--- src/rtl/misc_exec_buf_if.sv ---
// rtl/misc_exec_buf_if.sv - op encoding and issue/result handshake bundle for misc_exec_buf
package misc_exec_buf_pkg;
    typedef enum logic [3:0] {
        INSTR_JAL,
        INSTR_JALR,
        INSTR_LUI,
        INSTR_AUIPC,
        INSTR_BEQ,
        INSTR_BNE,
        INSTR_BLT,
        INSTR_BGE,
        INSTR_BLTU,
        INSTR_BGEU,
        INSTR_INVAL
    } instr_op;
endpackage

interface misc_exec_buf_if
    import misc_exec_buf_pkg::*;
#(
    parameter int XLEN  = 32,
    parameter int REG_W = 5
);
    logic             in_valid;
    logic             in_ready;
    instr_op          in_op;
    logic [XLEN-1:0]  in_pc;
    logic             in_len2;
    logic [XLEN-1:0]  in_rs1_val;
    logic [XLEN-1:0]  in_rs2_val;
    logic [XLEN-1:0]  in_imm;
    logic [REG_W-1:0] in_rd;

    logic             out_valid;
    logic             out_ready;
    logic [REG_W-1:0] out_rd_idx;
    logic [XLEN-1:0]  out_rd_val;
    logic             out_br_valid;
    logic [XLEN-1:0]  out_br_target;
    logic             out_exc_valid;
    logic [1:0]       out_exc_cause;

    modport master (
        output in_valid, in_op, in_pc, in_len2, in_rs1_val, in_rs2_val, in_imm, in_rd, out_ready,
        input  in_ready, out_valid, out_rd_idx, out_rd_val, out_br_valid, out_br_target,
               out_exc_valid, out_exc_cause
    );

    modport slave (
        input  in_valid, in_op, in_pc, in_len2, in_rs1_val, in_rs2_val, in_imm, in_rd, out_ready,
        output in_ready, out_valid, out_rd_idx, out_rd_val, out_br_valid, out_br_target,
               out_exc_valid, out_exc_cause
    );
endinterface

--- src/rtl/misc_exec_buf.sv ---
// rtl/misc_exec_buf.sv - jump/branch/upper-immediate execution unit with a DEPTH-entry result queue
module misc_exec_buf
    import misc_exec_buf_pkg::*;
#(
    parameter int XLEN  = 32,
    parameter int DEPTH = 2,
    parameter int C_EXT = 0,
    parameter int REG_W = 5
) (
    input  logic           clk,
    input  logic           rst,
    input  logic           flush,
    misc_exec_buf_if.slave bus
);

    typedef struct packed {
        logic [REG_W-1:0] rd_idx;
        logic [XLEN-1:0]  rd_val;
        logic             br_valid;
        logic [XLEN-1:0]  br_target;
        logic [1:0]       exc_cause;
    } entry_t;

    entry_t          mem [4];
    entry_t          res;
    entry_t          head;
    logic [2:0]      count;
    logic [1:0]      wr_ptr;
    logic [1:0]      rd_ptr;
    logic            push;
    logic            pop;
    logic            out_valid_int;

    logic [XLEN-1:0] ilen;
    logic [XLEN-1:0] link;
    logic [XLEN-1:0] pc_imm;
    logic [XLEN-1:0] jalr_tgt;
    logic [XLEN-1:0] target;
    logic            redirect;
    logic            taken;
    logic            is_branch;
    logic [1:0]      cause;

    always_comb begin
        ilen      = ((C_EXT != 0) && bus.in_len2) ? XLEN'(2) : XLEN'(4);
        link      = bus.in_pc + ilen;
        pc_imm    = bus.in_pc + bus.in_imm;
        jalr_tgt  = (bus.in_rs1_val + bus.in_imm) & ~XLEN'(1);
        redirect  = 1'b0;
        taken     = 1'b0;
        is_branch = 1'b0;
        cause     = 2'd0;
        target    = link;
        res       = '0;
        res.rd_idx = bus.in_rd;
        res.rd_val = link;
        case (bus.in_op)
            INSTR_JAL:   begin redirect = 1'b1; target = pc_imm; end
            INSTR_JALR:  begin redirect = 1'b1; target = jalr_tgt; end
            INSTR_LUI:   res.rd_val = bus.in_imm;
            INSTR_AUIPC: res.rd_val = pc_imm;
            INSTR_BEQ:   begin is_branch = 1'b1; taken = (bus.in_rs1_val == bus.in_rs2_val); end
            INSTR_BNE:   begin is_branch = 1'b1; taken = (bus.in_rs1_val != bus.in_rs2_val); end
            INSTR_BLT:   begin is_branch = 1'b1; taken = ($signed(bus.in_rs1_val) <  $signed(bus.in_rs2_val)); end
            INSTR_BGE:   begin is_branch = 1'b1; taken = ($signed(bus.in_rs1_val) >= $signed(bus.in_rs2_val)); end
            INSTR_BLTU:  begin is_branch = 1'b1; taken = (bus.in_rs1_val <  bus.in_rs2_val); end
            INSTR_BGEU:  begin is_branch = 1'b1; taken = (bus.in_rs1_val >= bus.in_rs2_val); end
            default:     begin cause = 2'd1; target = bus.in_pc; res.rd_val = '0; end
        endcase
        // Branches never write back; a not-taken branch reports the fall-through PC.
        if (is_branch) begin
            res.rd_idx = '0;
            res.rd_val = '0;
            redirect   = taken;
            target     = taken ? pc_imm : link;
        end
        if (redirect && (C_EXT == 0) && target[1]) begin
            cause    = 2'd2;
            redirect = 1'b0;
        end
        if (cause != 2'd0) begin
            res.rd_idx = '0;
        end
        res.br_valid  = redirect;
        res.br_target = target;
        res.exc_cause = cause;
    end

    assign out_valid_int = (count != 3'd0);
    assign bus.in_ready  = (count < 3'(DEPTH)) || bus.out_ready;
    assign push          = bus.in_valid && bus.in_ready;
    assign pop           = out_valid_int && bus.out_ready;
    assign head          = mem[rd_ptr];

    always_ff @(posedge clk or negedge rst) begin
        if (!rst) begin
            count  <= 3'd0;
            wr_ptr <= 2'd0;
            rd_ptr <= 2'd0;
        end else if (flush) begin
            count  <= 3'd0;
            wr_ptr <= 2'd0;
            rd_ptr <= 2'd0;
        end else begin
            if (push) begin
                wr_ptr <= (wr_ptr == 2'(DEPTH - 1)) ? 2'd0 : wr_ptr + 2'd1;
            end
            if (pop) begin
                rd_ptr <= (rd_ptr == 2'(DEPTH - 1)) ? 2'd0 : rd_ptr + 2'd1;
            end
            count <= count + {2'b00, push} - {2'b00, pop};
        end
    end

    // Payload needs no reset: every output field is gated by out_valid.
    always_ff @(posedge clk) begin
        if (push) begin
            mem[wr_ptr] <= res;
        end
    end

    assign bus.out_valid     = out_valid_int;
    assign bus.out_rd_idx    = out_valid_int ? head.rd_idx    : '0;
    assign bus.out_rd_val    = out_valid_int ? head.rd_val    : '0;
    assign bus.out_br_valid  = out_valid_int && head.br_valid;
    assign bus.out_br_target = out_valid_int ? head.br_target : '0;
    assign bus.out_exc_cause = out_valid_int ? head.exc_cause : 2'd0;
    assign bus.out_exc_valid = out_valid_int && (head.exc_cause != 2'd0);

endmodule

--- src/flat_wrapper.sv ---
// flat-port wrapper written by rule: the top's interface ports become plain ports
module misc_exec_buf_flat import misc_exec_buf_pkg::*;
#(
    parameter int XLEN  = 32,
    parameter int DEPTH = 2,
    parameter int C_EXT = 0,
    parameter int REG_W = 5
)
  (clk, rst, flush, bus_in_valid, bus_in_op, bus_in_pc, bus_in_len2, bus_in_rs1_val, bus_in_rs2_val, bus_in_imm, bus_in_rd, bus_out_ready, bus_in_ready, bus_out_valid, bus_out_rd_idx, bus_out_rd_val, bus_out_br_valid, bus_out_br_target, bus_out_exc_valid, bus_out_exc_cause);
  misc_exec_buf_if #(.XLEN(XLEN), .REG_W(REG_W)) bus_i ();
  input  logic clk;
  input  logic rst;
  input  logic flush;
  input wire logic [$bits(bus_i.in_valid)-1:0] bus_in_valid;
  input wire logic [$bits(bus_i.in_op)-1:0] bus_in_op;
  input wire logic [$bits(bus_i.in_pc)-1:0] bus_in_pc;
  input wire logic [$bits(bus_i.in_len2)-1:0] bus_in_len2;
  input wire logic [$bits(bus_i.in_rs1_val)-1:0] bus_in_rs1_val;
  input wire logic [$bits(bus_i.in_rs2_val)-1:0] bus_in_rs2_val;
  input wire logic [$bits(bus_i.in_imm)-1:0] bus_in_imm;
  input wire logic [$bits(bus_i.in_rd)-1:0] bus_in_rd;
  input wire logic [$bits(bus_i.out_ready)-1:0] bus_out_ready;
  output wire logic [$bits(bus_i.in_ready)-1:0] bus_in_ready;
  output wire logic [$bits(bus_i.out_valid)-1:0] bus_out_valid;
  output wire logic [$bits(bus_i.out_rd_idx)-1:0] bus_out_rd_idx;
  output wire logic [$bits(bus_i.out_rd_val)-1:0] bus_out_rd_val;
  output wire logic [$bits(bus_i.out_br_valid)-1:0] bus_out_br_valid;
  output wire logic [$bits(bus_i.out_br_target)-1:0] bus_out_br_target;
  output wire logic [$bits(bus_i.out_exc_valid)-1:0] bus_out_exc_valid;
  output wire logic [$bits(bus_i.out_exc_cause)-1:0] bus_out_exc_cause;
  assign bus_i.in_valid = bus_in_valid;
  assign bus_i.in_op = bus_in_op;
  assign bus_i.in_pc = bus_in_pc;
  assign bus_i.in_len2 = bus_in_len2;
  assign bus_i.in_rs1_val = bus_in_rs1_val;
  assign bus_i.in_rs2_val = bus_in_rs2_val;
  assign bus_i.in_imm = bus_in_imm;
  assign bus_i.in_rd = bus_in_rd;
  assign bus_i.out_ready = bus_out_ready;
  assign bus_in_ready = bus_i.in_ready;
  assign bus_out_valid = bus_i.out_valid;
  assign bus_out_rd_idx = bus_i.out_rd_idx;
  assign bus_out_rd_val = bus_i.out_rd_val;
  assign bus_out_br_valid = bus_i.out_br_valid;
  assign bus_out_br_target = bus_i.out_br_target;
  assign bus_out_exc_valid = bus_i.out_exc_valid;
  assign bus_out_exc_cause = bus_i.out_exc_cause;
  misc_exec_buf #(.XLEN(XLEN), .DEPTH(DEPTH), .C_EXT(C_EXT), .REG_W(REG_W)) u_core (.clk(clk), .rst(rst), .flush(flush), .bus(bus_i));
endmodule
--- config.mk ---
export PLATFORM = sky130hd
export DESIGN_NAME = misc_exec_buf_flat
export DESIGN_NICKNAME = d
export VERILOG_FILES = /design/src/rtl/misc_exec_buf_if.sv /design/src/rtl/misc_exec_buf.sv /design/src/flat_wrapper.sv
export SDC_FILE = /design/constraint.sdc
export NUM_CORES = 1
export LEC_CHECK = 0
export CELL_PAD_IN_SITES_DETAIL_PLACEMENT = 0
export CELL_PAD_IN_SITES_GLOBAL_PLACEMENT = 2
export CORE_ASPECT_RATIO = 1.4
export CORE_MARGIN = 2
export CORE_UTILIZATION = 40
export CTS_CLUSTER_DIAMETER = 50
export DETAILED_ROUTE_END_ITERATION = 8
export PLACE_DENSITY_LB_ADDON = 0.1
export SLEW_MARGIN = 25
export SYNTH_ARGS = -nofsm -noshare
export SYNTH_HDL_FRONTEND = slang
export SYNTH_SLANG_ARGS = --single-unit
export TNS_END_PERCENT = 20
--- constraint.sdc ---
create_clock -name clk -period 11.8 [get_ports clk]
set_input_delay 3.54 -clock clk [delete_from_list [all_inputs] [get_ports clk]]
set_output_delay 3.54 -clock clk [all_outputs]
set_load 0.005 [all_outputs]
**After elaboration in Yosys (flattened, before gate mapping)**

Memory sizes are Yosys's and may differ from the RTL's.
Cells that the tools add are included.

- Memory bits (read-only): 0
- Bits in writable memories: 288
- Bits in latches: 0
- Input bits: 143
- Register bits after elaboration: 7
- Memories kept: 1
- Output and inout bits: 75

- Shift operators: 0
- $add $sub $neg: 7
- Magnitude comparators: 5
- Bitwise logic cells: 0
- Multiply operators: 0
- Eq/ne operators: 13
- Div/mod/pow operators: 0
- Mux-type cells: 26
- Reduce and logical (&&, ||, !) cells: 17

Memories:

| memory | words | width | read ports | clocked after Yosys merged registers in | write ports | line | RTL |
|---|---|---|---|---|---|---|---|
| u_core.mem | 4 | 72 | 1 | 0 | 1 | misc_exec_buf.sv:24 | `entry_t mem [4];` |

Operators by type and width:

| operator | number |
|---|---|
| $pmux 32 s3 | 2 |
| $mux 32 | 4 |
| $add 32x32->32 | 2 |
| $ge 32x32->1 | 2 |
| $lt 32x32->1 | 2 |
| $mux 37 | 1 |
| $add 32x3->32 const B | 1 |
| $eq 32x32->1 | 1 |
| $ne 32x32->1 | 1 |
| $eq 4x3->1 const B | 4 |
| $mux 2 | 8 |
| $reduce_or 8->1 | 2 |
| $mux 5 | 2 |
| $reduce_or 10->1 | 1 |
| $eq 4x2->1 const B | 2 |
| $eq 4x4->1 const B | 2 |
| $reduce_bool 2->1 | 4 |
| $mux 1 | 7 |
| $pmux 1 s6 | 1 |
| $reduce_or 6->1 | 1 |
| $logic_and 1x1->1 | 5 |
| $add 2x1->2 const B | 2 |
| $eq 2x1->1 const B | 2 |
| $eq 4x1->1 const B | 1 |
| 8 further kinds | 8 |

**Logic depth before layout (Yosys ltp)**

Gate-level depths: netlist of the first run.

- Depth in word-level cells: 8
- Mapped depth: 14

**Worst setup path after synthesis of the first run**

No wires, ideal clock.

- Path type: input to register
- From: input bus_out_ready
- To: memory u_core.mem[2][0] (netlist name) (enable)
- Data required time: 11195 ps
- Library setup time: 605 ps
- Path slack: 2207 ps
- Arrival: 8988 ps
- Stages on the path: 3
- Cell sequence: or2_2 nand2_1 nor3b_1

- Cells in the longest elaborated chain, start to end: 4

Ends and longest elaborated chain:

| item | line | RTL |
|---|---|---|
| from (decl) | flat_wrapper.sv:22 | `input wire logic [$bits(bus_i.out_ready)-1:0] bus_out_ready;` |
| $logic_or 1x1->1 | misc_exec_buf.sv:90 | `assign bus.in_ready = (count < 3'(DEPTH)) \|\| bus.out_ready;` |
| $logic_and 1x1->1 | misc_exec_buf.sv:91 | `assign push = bus.in_valid && bus.in_ready;` |
| $mux 1 | misc_exec_buf.sv:117 | `if (push) begin` |
| $mux 1 (implied by the code) | misc_exec_buf.sv:118 | `mem[wr_ptr] <= res;` |
| to (decl) | misc_exec_buf.sv:24 |  |

Every way passes these cells.

==> results of run 1 <==
==> stage by stage <==
| stage | instance area (µm²) | hold WS, ns | setup WS [ns] | util, % |
|---|---|---|---|---|
| finish | 21800 | 0.654 | 3.50 | 47.7 |
| global route | 21800 | 0.694 | 3.41 | 47.7 |
| CTS | 21800 | 0.650 | 3.52 | 47.7 |
| detailed placement | 21200 | 0.631 | 2.98 | 46.3 |
| global placement | 21200 | 0.617 | 3.07 | 46.3 |
| floorplan | 18400 | 0.537 | 2.21 | - |
==> sequential cells by signal, summed over array words and instances (netlist names) <==
register       cells
u_core.mem       288
u_core.wr_ptr      2
u_core.rd_ptr      2
u_core.count       3
==> metal layers <==
metal / vias up / track usage [%]
met5: - / 0
met2: 348 / 39.1
met1: 6575 / 30.1
met3: 67 / 1.34
li1: 6350 / -
met4: 0 / 8.22
==> cells in the mapped netlist, types with 5 or more instances <==
library cell  count
nor3_1           31
and2_1           89
dfrtp_1           7
o221ai_1          7
o21ai_1          11
o22ai_1           7
a221o_1           5
o31ai_1           5
mux4_2           72
and3_1           17
a211oi_1         31
o21a_1            5
buf_1            18
a21oi_1          93
xnor2_1          52
o211ai_1         16
a21o_1           27
a211o_1           5
nor3b_1           5
nand2_1         100
xor2_1           30
clkbuf_8          7
ha_1             97
clkbuf_1         42
nor2_1          105
o21bai_1          9
mux2i_1          52
or2_2             7
o21ai_0          52
a32oi_1           5
a22o_1            8
nor2b_1          15
nand3_1          34
buf_6             6
edfxtp_1        288
or3_1             5
a31oi_1           9
nand4_1          16
a22oi_1          11
nand2b_1         12
inv_1            58
==> power groups by stage <==
stage	sequential (mW)	clock (mW)	combinational, mW
2_1_floorplan	1.29	0	0.679
3_5_place_dp	1.33	0	1.16
3_3_place_gp	1.33	0	1.15
6_report	1.30	0.709	1.14
4_1_cts	1.31	0.725	1.16
5_1_grt	1.32	0.762	1.25
==> area by class of cell <==
cell class | instances | area, µm² | area share (%)
Timing Repair Buffer | 240 | 2340 | 10.7
Multi-Input combinational cell | 1126 | 9000 | 41.2
Sequential cell | 295 | 8830 | 40.4
Tap cell | 617 | 772 | 3.54
Clock buffer | 32 | 619 | 2.84
Inverter | 59 | 221 | 1.01
Clock inverter | 9 | 58.8 | 0.269
==> path summary, 6_finish.rpt <==
kind	startpoint	endpoint	slack (ns)	cells after the start
max	bus_in_rs1_val[31]	u_core.mem[3][30]	3.50	13
min	u_core.wr_ptr[0]	u_core.wr_ptr[0]	0.65	2
max reg2reg	u_core.count[1]	u_core.count[2]	8.81	10
min reg2reg	u_core.wr_ptr[0]	u_core.wr_ptr[0]	0.65	2
max in group asynchronous	rst	u_core.rd_ptr[0]	8.20	1
min in group asynchronous	rst	u_core.count[0]	3.30	1
==> critical path: stages <==
cell and delay [ns]:
clkdlybuf4s50_1 0.50, ha_1 0.50, nand4_4 0.18, nor4_4 0.28, buf_4 0.22, nand3_2 0.21
mux2_4 0.35, a211o_1 0.30, a211oi_4 0.42, o21a_1 0.86, o21ai_2 0.37, a221oi_1 0.48
o21ai_1 0.27
==> logic make-up (layout without fill, tap and decap cells) <==
| family | Yosys count | count (layout) |
|---|---|---|
| and+or+nand+nor | 457 | 457 |
| AOI/OAI and AO/OA | 360 | 360 |
| DFF | 295 | 295 |
| buffers and inverters | 134 | 340 |
| muxes | 127 | 127 |
| adders and majority gates | 100 | 100 |
| xor gates and xnor gates | 82 | 82 |
==> flow_summary.yaml, run 1 <==
outcome:
  run_status: "completed"
synth:
  synth-edff-count: 288
  synth.yosys.seq_area_share_pct: 47.9
  share_of_the_synthesized_area_in_the_top_cell_type_pct: 47.0
  synth_fp_nets: 1798
  synthCells: 1555
  synthMuxAreaShare_pct: 11.8
  yosys_most_used_dff: "edfxtp_1"
  yosys.area_share.xor_xnor_pct: 3.90
  synth_area_um2: 18400
  yosys_register_bits: 295
  synth_area_leader_cell: "edfxtp_1"
  synth.avg_cell_area_um2: 11.8
  yosys_warnings: 0
  ys_async_sr_fraction_pct: 2.37
  post_synth_and_or_nand_nor_area_fraction_pct: 12.8
  yosys.cell_types.count: 87
  synth_fa_ha_area_share_pct: 6.92
  synthTopCellsByArea: "edfxtp_1, mux4_2, ha_1, and2_1, mux2i_1"
  synth_compound_area_share_pct: 13.3
  synth_top_family_by_area: "compound AO/OA/AOI/OAI gates"
final_layout:
  post_route_cells_drive_above_1_share_pct: 9.60
  layout.cells.most_common_list: "edfxtp_1, clkdlybuf4s50_1, nor2_1"
  antenna-diode-count: 0
  num-fill-cells: 4150
  nets_finish: 1988
  instances_no_fill: 2378
  area_growth_syn_to_layout_pct: 18.5
  layout.cells.most_common: "edfxtp_1"
global_routing:
  grt_overflow: 0
  grt_pass1_wl_mm: 81.7
  maximum_number_of_pins_on_one_net_before_global_route_repair: 73
  gr-usage-all-layers_pct: 22.7
  first_global_vias: 13452
  grt_antenna_before_repair: 0
worst_setup_path:
  setup.worst_path.start_class: "primary input"
  setup.worst_path.end_class: "register"
  worst-endpoint-arrival_ns: 8.50
  setup.worst_path.class: "in -> reg"
  path_max_fanout: 15
  crit_required_ns: 12.00
clock_network:
  clock_sink_count: 295
  cts_buffer_depth: 3
  tritoncts: "yes"
  clk-insertion-delay-late_ns: 0.51
  numCtsBuffers: 23
  postCtsHoldBufs: 0
  path_clk_slew_ns: 0.07
  clk_root_buffer_cell: "clkbuf_16"
  ctsHtreeMaxLevel: 1
  post_cts.repair.setup_buffers: 0
  ctsResizeCount: 0
min_path:
  worstHoldPathType: "reg -> reg"
timing:
  hold_viol: 0
  clock.fmax_mhz: 120
  count_of_pins_over_their_slew_limit: 0
  setup_total_negative_slack_ns: 0
  max_slew.worst_pin.slew_ns: 0.985
  period_utilisation_layout_pct: 70.4
  setup_violations_final: 0
  skew_ns: 0.00740
  slew_headroom_pct: 34.3
  layout_min_cycle_time_ns: 8.30
  rsz0062_at_grt: "no"
die:
  placementRows: 93
  die_area_um2: 47800
  core_area_um2: 45700
  die_y_um: 258
  boundaryPins: 218
  fp.dieW_um: 185
  initial_core_util_pct: 40.3
route:
  vias_per_cell: 5.61
  drcViolationCount: 0
  drt-initial-drc-count: 778
  dr_total_vias: 13340
  drt-wirelength-per-cell_um: 22.8
  wirelength_met1_mm: 23.2
  routed-wl-met3_mm: 1.99
  dr_pass1_iterations: 5
  met2_wirelength_mm: 27.2
  final_antenna_violating_net_count: 0
  routed_wl_mm: 54.3
  routed.top_layer: "met4"
power_and_ir_drop:
  power-per-cell-area_nw_per_um2: 144
  clock_power_share_pct: 22.5
  internal-power_mw: 2.22
  power.net_switching_mw: 0.928
  peak_supply_drop_v: 0.000107
  combPwrFrac_pct: 36.1
  total_power_mw: 3.15
  p_leak_nw: 7.69
  p_seq_share_pct: 41.4
  swShare_pct: 29.5
placed_design:
  buffer_ports.inserted: 216
  dpl.cell_count: 2337
  detailed_place_hpwl_mm: 40.5
  place.gp.congestion: 0.888
flow_run:
  maxCapViolCount: 0
Power figures use the tool's default switching activity.
==> run 2, diff against run 1 <==
--- a/config.mk
+++ b/config.mk
@@ -9,7 +9,7 @@
 export CELL_PAD_IN_SITES_GLOBAL_PLACEMENT = 2
 export CORE_ASPECT_RATIO = 1.4
 export CORE_MARGIN = 2
-export CORE_UTILIZATION = 40
+export CORE_UTILIZATION = 38
 export CTS_CLUSTER_DIAMETER = 50
 export DETAILED_ROUTE_END_ITERATION = 8
 export PLACE_DENSITY_LB_ADDON = 0.1
==> constraint.sdc (replaced) <==
create_clock -name clk -period 8.6 [get_ports clk]
set_input_delay 2.58 -clock clk [delete_from_list [all_inputs] [get_ports clk]]
set_output_delay 2.58 -clock clk [all_outputs]
set_load 0.005 [all_outputs]
==> run 2 against run 1 <==
Against the previous run: hold slack better by 0.023 ns; largest cell class unchanged; largest power group unchanged; wire length is 1.7% higher; sequential share of layout area is 0.21 points lower; critical path type unchanged.
==> flow_summary.yaml, run 2 (synthesized netlist as in run 1, its figures left out) <==
outcome:
  run_status: "completed"
worst_setup_path:
  rr_endpoint: "u_core.mem[1][42]"
  crit-reg2reg-launch: "u_core.count[1]"
  crit_path_top_delay_cell: "clkdlybuf4s50_1"
  worstRegToRegCells: 8
  crit_required_ns: 8.79
  cp_num_cells: 13
  path_max_fanout: 4
  setup.worst_path.end_class: "register"
  critical_path_buffer_and_inverter_count: 1
  worst-endpoint-arrival_ns: 6.99
  crit_chain: "clkdlybuf4s50_1 > and2_1 > fa_1 > a21o_1 > a311oi_1 > o211ai_1 > a32oi_1 > o221ai_1 > a31oi_1 > o21ai_0 > a31oi_1 > mux2i_1 > o211ai_1"
  setup.worst_path.class: "in -> reg"
  setup.worst_path.start_class: "primary input"
  cp_top_family: "compound AO/OA/AOI/OAI gates"
  cpPeakStageDelay_ns: 0.50
  reg2reg_setup_slack_ns: 5.55
min_path:
  whs_endpoint: "u_core.wr_ptr[1]"
  min_delay_path_depth: 1
  worstHoldPathType: "reg -> reg"
  holdCritStartpoint: "u_core.wr_ptr[1]"
global_routing:
  grt_antenna_before_repair: 1
  globalRouteMet3Util_pct: 1.26
  grt.busiest_layer: "met2"
  grt_pass1_wl_mm: 82.0
  grt_use_met2_pct: 37.5
  first_global_vias: 13312
  gr-usage-all-layers_pct: 21.6
  maximum_number_of_pins_on_one_net_before_global_route_repair: 74
  groute.layer.met1.usage_pct: 28.7
  grt_overflow: 0
final_layout:
  post_route_cells_drive_above_1_share_pct: 9.76
  max_flop_register: "u_core.mem"
  layout.cells.most_common_list: "edfxtp_1, clkdlybuf4s50_1, nor2_1"
  final_core_utilization_pct: 45.8
  layout.cells.most_common: "edfxtp_1"
  largest_register_ff_count: 288
  final_design_area_no_fill_um2: 22000
  nets_finish: 1991
  instances_no_fill: 2393
  antenna-diode-count: 0
  area_growth_syn_to_layout_pct: 19.2
  reg_top3: "u_core.mem x288, u_core.count x3"
timing:
  skew_ns: 0.00564
  period_utilisation_layout_pct: 79.1
  clock.fmax_mhz: 147
  max_slew.worst_pin.slew_ns: 1.03
  hold_viol: 0
  setup_violations_final: 0
  layout_setup_ws_ns: 1.80
  setup_total_negative_slack_ns: 0
  count_of_pins_over_their_slew_limit: 0
  holdWs_ns: 0.678
  slew_headroom_pct: 31.1
  layout_min_cycle_time_ns: 6.80
  rsz0062_at_grt: "no"
route:
  drcViolationCount: 0
  vias_per_cell: 5.58
  final_antenna_violating_net_count: 0
  drt-initial-drc-count: 832
  dr_total_vias: 13342
  routed_wl_mm: 55.2
  drt-wirelength-per-cell_um: 23.1
  dr_pass1_iterations: 6
flow_run:
  maxCapViolCount: 0
clock_network:
  ctsHtreeMaxLevel: 1
  clock_sink_count: 295
  clk-insertion-delay-late_ns: 0.51
  tritoncts: "yes"
  numCtsBuffers: 22
  clk_root_buffer_cell: "clkbuf_16"
  cts_buffer_depth: 3
  postCtsHoldBufs: 0
  path_clk_slew_ns: 0.07
  post_cts.repair.setup_buffers: 0
  ctsResizeCount: 0
power_and_ir_drop:
  p_leak_nw: 7.75
  peak_supply_drop_v: 0.000151
  total_power_mw: 4.42
  power-per-cell-area_nw_per_um2: 201
die:
  die_area_um2: 50300
  die_y_um: 264
  placementRows: 95
  core_area_um2: 47900
  initial_core_util_pct: 38.4
  boundaryPins: 218
  fp.dieW_um: 190
placed_design:
  detailed_place_hpwl_mm: 41.5
  dpl.cell_count: 2354
  postPlaceCellArea_um2: 21200
  buffer_ports.inserted: 216
  place.gp.congestion: 0.878
  detailedPlace.worstSlack_ns: 1.24
run 2: cell count changes in the layout (fill, tap and decap cells not counted), moves of 2 or more:
cell        delta
clkinvlp_4     -3
clkbuf_1       -3
clkinv_1       +2
buf_4          +3
bufinv_16      +3
clkinv_2       +2
run 2: per-layer routing:
metal  part of all wire (%)  wire (µm)  vias up
li1                       -          -     6361
met1                     43      24000     6567
met2                     50      27400      347
met3                    3.6       1960       67
met4                    3.4       1880        0
met5                      0          0        -
run 2: power by group:
part	total (mW)	internal (mW)	switching [mW]
Combinational	1.61	0.835	0.773
Sequential	1.77	1.72	0.0508
Clock	1.04	0.580	0.458
run 2: layout make-up:
cell class | instances | area (µm²)
fill | 4375 | 26000
multi-input combinational | 1126 | 9000
sequential | 295 | 8830
timing repair buffer | 244 | 2390
tap | 630 | 788
clock buffer | 28 | 594
inverter | 59 | 221
clock inverter | 11 | 126
run 2: worst max path at each step:
| stage | startpoint | endpoint | slack (ns) |
|---|---|---|---|
| floorplan | bus_out_ready | u_core.mem[0][0] | 0.34 |
| global placement | bus_in_imm[0] | u_core.mem[0][32] | 1.33 |
| detailed placement | bus_in_rs1_val[31] | u_core.mem[3][69] | 1.24 |
| CTS | bus_in_rs1_val[31] | u_core.mem[2][69] | 1.78 |
| global route | bus_in_imm[1] | u_core.mem[2][32] | 1.58 |
| finish | bus_in_imm[0] | u_core.mem[3][32] | 1.80 |
